===== src/rtl/dmem_ahb_bridge.sv =====
// Data-side AHB-Lite master: turns one mem-stage RAM request into a single transfer and stalls the pipeline until it completes.
// Optional build macro DMEM_ERR_REPORT_EN: misalignment rejection, bus_err_o pulse and data-phase watchdog.
module dmem_ahb_bridge #(
  parameter logic [3:0] HPROT_VAL   = 4'b0001,
  parameter int         TIMEOUT_CYC = 256
) (
  input  logic        clk,
  input  logic        rst,
  input  logic [31:0] ram_addr_i,
  input  logic        ram_we_i,
  input  logic [2:0]  ram_sel_i,
  input  logic [31:0] ram_data_i,
  input  logic        ram_ce_i,
  output logic [31:0] ram_data_o,
  output logic        stall_req_o,
  output logic        bus_err_o,
  output logic [31:0] haddr,
  output logic [1:0]  htrans,
  output logic        hwrite,
  output logic [2:0]  hsize,
  output logic [2:0]  hburst,
  output logic [3:0]  hprot,
  output logic [31:0] hwdata,
  input  logic [31:0] hrdata,
  input  logic        hready,
  input  logic        hresp
);
  typedef enum logic [1:0] {S_IDLE, S_ADDR, S_DATA, S_DONE} state_t;
  localparam logic [1:0] HT_IDLE   = 2'b00;
  localparam logic [1:0] HT_NONSEQ = 2'b10;

  state_t      state, state_nx;
  logic [1:0]  htrans_nx;
  logic [31:0] haddr_nx, hwdata_nx, rdata_nx;
  logic        hwrite_nx;
  logic [2:0]  hsize_nx;
  logic        flush_q, flush_nx, drop;

  function automatic logic [31:0] lane_rep(input logic [31:0] d, input logic [2:0] sel);
    case (sel)
      3'b000:  lane_rep = {4{d[7:0]}};
      3'b001:  lane_rep = {2{d[15:0]}};
      default: lane_rep = d;
    endcase
  endfunction

  function automatic logic [31:0] align_addr(input logic [31:0] a, input logic [2:0] sel);
    case (sel)
      3'b001:  align_addr = {a[31:1], 1'b0};
      3'b010:  align_addr = {a[31:2], 2'b00};
      default: align_addr = a;
    endcase
  endfunction

`ifdef DMEM_ERR_REPORT_EN
  localparam int WD_W = (TIMEOUT_CYC > 1) ? $clog2(TIMEOUT_CYC) : 1;
  localparam logic [WD_W-1:0] WD_LAST = WD_W'((TIMEOUT_CYC > 0) ? TIMEOUT_CYC - 1 : 0);
  logic [WD_W-1:0] wd_cnt, wd_nx;
  logic            err_nx, err_q;

  function automatic logic misaligned(input logic [31:0] a, input logic [2:0] sel);
    misaligned = ((sel == 3'b001) && a[0]) || ((sel == 3'b010) && (a[1:0] != 2'b00));
  endfunction
`else
  logic unused_timeout;
  assign unused_timeout = (TIMEOUT_CYC != 0);
`endif

  assign hburst      = 3'b000;
  assign hprot       = HPROT_VAL;
  assign stall_req_o = ram_ce_i & (state != S_DONE);
  // A request withdrawn mid-transfer lets the bus finish but skips DONE.
  assign drop        = flush_q | ~ram_ce_i;

  always_comb begin
    state_nx  = state;
    htrans_nx = htrans;
    haddr_nx  = haddr;
    hwrite_nx = hwrite;
    hsize_nx  = hsize;
    hwdata_nx = hwdata;
    rdata_nx  = ram_data_o;
    flush_nx  = flush_q;
`ifdef DMEM_ERR_REPORT_EN
    err_nx    = 1'b0;
    wd_nx     = '0;
`endif
    case (state)
      S_IDLE: begin
        flush_nx = 1'b0;
        if (ram_ce_i) begin
          state_nx  = S_ADDR;
          htrans_nx = HT_NONSEQ;
          haddr_nx  = align_addr(ram_addr_i, ram_sel_i);
          hwrite_nx = ram_we_i;
          hsize_nx  = ram_sel_i;
`ifdef DMEM_ERR_REPORT_EN
          if (misaligned(ram_addr_i, ram_sel_i)) begin
            state_nx  = S_DONE;
            htrans_nx = HT_IDLE;
            err_nx    = 1'b1;
            rdata_nx  = '0;
          end
`endif
        end
      end
      S_ADDR: begin
        if (!ram_ce_i) flush_nx = 1'b1;
        if (hready) begin
          state_nx  = S_DATA;
          htrans_nx = HT_IDLE;
          hwdata_nx = lane_rep(ram_data_i, hsize);
        end
      end
      S_DATA: begin
        if (!ram_ce_i) flush_nx = 1'b1;
        if (hready) begin
          state_nx = drop ? S_IDLE : S_DONE;
          if (!drop) begin
            if (hresp)       rdata_nx = '0;
            else if (!hwrite) rdata_nx = hrdata;
`ifdef DMEM_ERR_REPORT_EN
            err_nx = hresp;
`endif
          end
        end
`ifdef DMEM_ERR_REPORT_EN
        else if (TIMEOUT_CYC != 0) begin
          if (wd_cnt == WD_LAST) begin
            state_nx = drop ? S_IDLE : S_DONE;
            if (!drop) begin
              err_nx   = 1'b1;
              rdata_nx = '0;
            end
          end else begin
            wd_nx = wd_cnt + 1'b1;
          end
        end
`endif
      end
      default: state_nx = S_IDLE;
    endcase
  end

  always_ff @(posedge clk or negedge rst) begin
    if (!rst) begin
      state      <= S_IDLE;
      htrans     <= HT_IDLE;
      haddr      <= '0;
      hwrite     <= 1'b0;
      hsize      <= 3'b010;
      hwdata     <= '0;
      ram_data_o <= '0;
      flush_q    <= 1'b0;
    end else begin
      state      <= state_nx;
      htrans     <= htrans_nx;
      haddr      <= haddr_nx;
      hwrite     <= hwrite_nx;
      hsize      <= hsize_nx;
      hwdata     <= hwdata_nx;
      ram_data_o <= rdata_nx;
      flush_q    <= flush_nx;
    end
  end

`ifdef DMEM_ERR_REPORT_EN
  always_ff @(posedge clk or negedge rst) begin
    if (!rst) begin
      err_q  <= 1'b0;
      wd_cnt <= '0;
    end else begin
      err_q  <= err_nx;
      wd_cnt <= wd_nx;
    end
  end
  assign bus_err_o = err_q;
`else
  assign bus_err_o = 1'b0;
`endif
endmodule


===== config.mk =====
export PLATFORM = sky130hd
export DESIGN_NAME = dmem_ahb_bridge
export DESIGN_NICKNAME = d
export VERILOG_FILES = /design/src/rtl/dmem_ahb_bridge.sv
export SDC_FILE = /design/constraint.sdc
export NUM_CORES = 1
export LEC_CHECK = 0
export BUFFER_PORTS_ARGS = -buffer_cell sky130_fd_sc_hd__buf_4
export CAP_MARGIN = 20
export CORE_ASPECT_RATIO = 0.6
export CORE_MARGIN = 2
export CORE_UTILIZATION = 31
export CTS_CLUSTER_SIZE = 8
export DETAILED_ROUTE_END_ITERATION = 8
export HOLD_SLACK_MARGIN = 0.12
export PLACE_DENSITY = 0.61
export SLEW_MARGIN = 10
export SYNTH_ARGS = -nofsm -noshare
export SYNTH_HDL_FRONTEND = slang
export SYNTH_SLANG_ARGS = --single-unit

===== constraint.sdc =====
create_clock -name clk -period 2.2 [get_ports clk]
set_clock_uncertainty 0.05 [all_clocks]
set_input_delay 0.66 -clock clk [delete_from_list [all_inputs] [get_ports clk]]
set_output_delay 0.66 -clock clk [all_outputs]
set_load 0.03 [all_outputs]

==> metrics.txt <==
# TYPE chip_impl_metric gauge
chip_impl_info{name="run_status",value="completed"} 1
chip_impl_metric{name="fin_worst_hold_slack",unit="ps"} 224
chip_impl_metric{name="finalSetupTns",unit="ps"} 0
chip_impl_metric{name="first_global_vias",unit=""} 3887
chip_impl_metric{name="areaGrowthSynthToFinish",unit="%"} 44.2
chip_impl_metric{name="detail_route.wirelength",unit="mm"} 12.6
chip_impl_metric{name="die_h",unit="µm"} 98.7
chip_impl_metric{name="drv_cap",unit=""} 0
chip_impl_info{name="maxUsedRoutingLayer",value="met4"} 1
chip_impl_metric{name="met2_wire_len",unit="mm"} 5.70
chip_impl_metric{name="cts_max_path_buffers",unit=""} 2
chip_impl_metric{name="achievable-frequency",unit="GHz"} 0.485
chip_impl_metric{name="drt.antenna.violating_nets",unit=""} 0
chip_impl_info{name="layout.cells.most_common",value="buf_4"} 1
chip_impl_metric{name="antenna_cells",unit=""} 0
chip_impl_metric{name="finalHoldViolCount",unit=""} 0
chip_impl_metric{name="share_seq_of_total_power",unit=""} 0.326
chip_impl_metric{name="power.ir.vdd_worst",unit="mV"} 0.776
chip_impl_metric{name="ys.warnings.count",unit=""} 0
chip_impl_metric{name="worst_slew_margin_rel",unit=""} 0.299
chip_impl_metric{name="dp_worst_slack",unit="ps"} 288
chip_impl_metric{name="total_internal_power",unit="µW"} 6010
chip_impl_metric{name="clk_transition_reported_paths",unit="ps"} 70
chip_impl_metric{name="io_pins",unit=""} 216
chip_impl_metric{name="postCtsSetupRepairBufs",unit=""} 0
chip_impl_metric{name="finalCritPeriodShare",unit=""} 0.938
chip_impl_metric{name="switching_share",unit=""} 0.427
chip_impl_metric{name="die-area",unit="µm²"} 16000
chip_impl_metric{name="p_switching",unit="µW"} 4490
chip_impl_metric{name="placement_rows",unit=""} 34
chip_impl_metric{name="timing.final.crit_period",unit="ps"} 2060
chip_impl_metric{name="grt_start_max_net_pins",unit=""} 39
chip_impl_metric{name="worst_skew_pair.late_latency",unit="ps"} 330
chip_impl_metric{name="start_util",unit=""} 0.318
chip_impl_metric{name="port_buffers",unit=""} 206
chip_impl_metric{name="wl_per_cell",unit="µm"} 15.7
chip_impl_metric{name="yosysSeqAreaShare",unit=""} 0.562
chip_impl_info{name="worst_setup_path_end_kind",value="primary output"} 1
chip_impl_metric{name="vias_per_cell",unit=""} 4.56
chip_impl_metric{name="final-setup-viol-count",unit=""} 0
chip_impl_info{name="ys.flop_type",value="dfrtp_1"} 1
chip_impl_metric{name="critical_path.max_fanout",unit=""} 7
chip_impl_metric{name="cp.arrival",unit="ps"} 1350
chip_impl_info{name="start_kind",value="flop"} 1
chip_impl_info{name="cts_tree",value="yes"} 1
chip_impl_metric{name="synth.avg_cell_area",unit="µm²"} 11.7
chip_impl_info{name="clock-root-buffer",value="clkbuf_16"} 1
chip_impl_metric{name="finalNetCount",unit=""} 706
chip_impl_metric{name="drt-pass1-iter-count",unit=""} 4
chip_impl_metric{name="num-fill-cells",unit=""} 1404
chip_impl_metric{name="share_comb_of_total_power",unit=""} 0.514
chip_impl_info{name="layout.cells.most_common_list",value="212 x buf_4, 103 x dfrtp_1, 64 x mux2_2"} 1
chip_impl_metric{name="overflow",unit=""} 0
chip_impl_metric{name="post-route-drc-count",unit=""} 0
chip_impl_metric{name="numCtsBuffers",unit=""} 9
chip_impl_metric{name="final_layout_size_suffix_gt1_frac",unit=""} 0.493
chip_impl_metric{name="detail_route.wirelength.met1",unit="mm"} 5.91
chip_impl_metric{name="p_leak",unit="µW"} 0.00326
chip_impl_metric{name="initialDrtViolationCount",unit=""} 143
chip_impl_metric{name="final_setup_margin",unit="ps"} 137
chip_impl_info{name="setup.worst_path.class",value="flop to primary output"} 1
chip_impl_metric{name="area_inside_the_core_boundary",unit="µm²"} 14500
chip_impl_info{name="rsz0062_at_grt",value="no"} 1
chip_impl_metric{name="ys_seq_elements",unit=""} 104
chip_impl_metric{name="cts_num_sinks",unit=""} 104
chip_impl_metric{name="dr_total_vias",unit=""} 3647
chip_impl_metric{name="power_per_cell_area",unit="nW/µm²"} 1570
chip_impl_metric{name="grt_usage",unit=""} 0.159
chip_impl_metric{name="dp_hpwl",unit="mm"} 9.58
chip_impl_metric{name="netlist_area",unit="µm²"} 4630
chip_impl_metric{name="wire_length_of_the_first_global_routing_pass",unit="mm"} 20.2
chip_impl_metric{name="route.met3.wl",unit="µm"} 832
chip_impl_metric{name="postSynth.asyncResetShare",unit=""} 1.00
chip_impl_metric{name="cts_hold_buf",unit=""} 0
chip_impl_info{name="hp-class",value="primary input to async pin"} 1
chip_impl_metric{name="die_width",unit="µm"} 162
chip_impl_metric{name="cts.htree.levels",unit=""} 3
chip_impl_metric{name="antenna_found_initial",unit=""} 0
chip_impl_metric{name="gate_count_after_technology_mapping",unit=""} 395
chip_impl_metric{name="post_cts_resize_count",unit=""} 0
chip_impl_metric{name="critPathRequiredTime",unit="ps"} 1490
chip_impl_metric{name="fin_total_pwr",unit="µW"} 10500
chip_impl_metric{name="netlist-cell-type-count",unit=""} 37
chip_impl_metric{name="timing_max_transition_violations_final",unit=""} 0
chip_impl_metric{name="clock_power_share",unit=""} 0.160
chip_impl_metric{name="gp_congestion",unit=""} 0.822
chip_impl_metric{name="tightest_slew",unit="ps"} 1050
chip_impl_metric{name="synth-edff-count",unit=""} 0
## per-stage QoR
step | util | cell area, µm² | instances
floorplan | - | 4660 | 402
global placement | 0.437 | 6360 | 784
detailed placement | 0.437 | 6360 | 784
CTS | 0.459 | 6680 | 799
global route | 0.459 | 6680 | 799
finish | 0.459 | 6680 | 799
## final timing paths
| check | startpoint | cells after the start | slack [ps] | end |
|---|---|---|---|---|
| setup / recovery | state[0] | 3 | 140 | stall_req_o |
| hold / removal | rst | 1 | 220 | ram_data_o[4] |
| setup reg to reg | state[0] | 6 | 290 | ram_data_o[12] |
| hold reg to reg | hwdata[11] | 2 | 440 | hwdata[11] |
| max in group asynchronous | rst | 2 | 1220 | hsize[1] |
| min in group clk | hwdata[11] | 2 | 440 | hwdata[11] |
## registers in the layout, indices dropped and copies added, names as in the netlist
| register | flops |
|---|---|
| ram_data_o | 32 |
| hwrite | 1 |
| hsize | 3 |
| haddr | 32 |
| flush_q | 1 |
| state | 2 |
| hwdata | 32 |
| htrans | 1 |
## layer usage
metal / vias to the layer above / GRT usage
met5: - / 0
met4: 0 / 0.0368
met3: 14 / 0.0513
met2: 107 / 0.244
met1: 1796 / 0.220
li1: 1730 / -
## power groups by stage
stage | registers, µW | logic [µW] | clock network, µW
detailed placement | 3450 | 5460 | 0
global placement | 3420 | 5370 | 0
finish | 3430 | 5390 | 1680
floorplan | 5170 | 1570 | 0
global route | 3560 | 5720 | 1820
CTS | 3440 | 5460 | 1760
## Yosys cell counts (2+ instances only)
cell,count,area share
conb_1,2,0.0016
ha_1,4,0.011
a31oi_1,8,0.011
dfrtp_1,103,0.56
a211oi_1,8,0.013
buf_6,4,0.0097
mux2_1,2,0.0049
mux2_2,64,0.16
buf_2,8,0.0086
buf_4,9,0.015
nand2_1,62,0.050
nor2_1,9,0.0073
nor2b_1,42,0.057
inv_1,5,0.0041
o21ai_1,2,0.0022
clkbuf_1,9,0.0073
mux2i_1,8,0.017
nand2b_1,2,0.0027
o21ai_0,26,0.028
## cell families (layout without fill, tap and decap cells)
| kind of cell | count (synthesis) | after routing | synth area share |
|---|---|---|---|
| xor gates and xnor gates | 1 | 1 | 0.00189 |
| AOI/OAI and AO/OA | 53 | 53 | 0.0714 |
| other | 2 | 9 | 0.00162 |
| and+or+nand+nor | 121 | 121 | 0.129 |
| adders and majority gates | 4 | 4 | 0.0108 |
| DFF | 104 | 104 | 0.562 |
| buffers and inverters | 36 | 235 | 0.0451 |
| muxes | 74 | 74 | 0.178 |
## layout make-up
cell class	count	area [µm²]	share of cell area
clock buffers	10	229	0.0343
repair buffers	215	1650	0.247
inverters	5	18.8	0.00281
multi-input cells	262	1840	0.276
clock inverters	5	81.3	0.0122
flip-flops and latches	104	2600	0.390
well taps	198	248	0.0371
## critical path, stage by stage, from the launching register on
cell     delay, ps
dfrtp_1        450
ha_1           230
nor2b_1        150
buf_4          190
(Power assumes the default switching activity.)
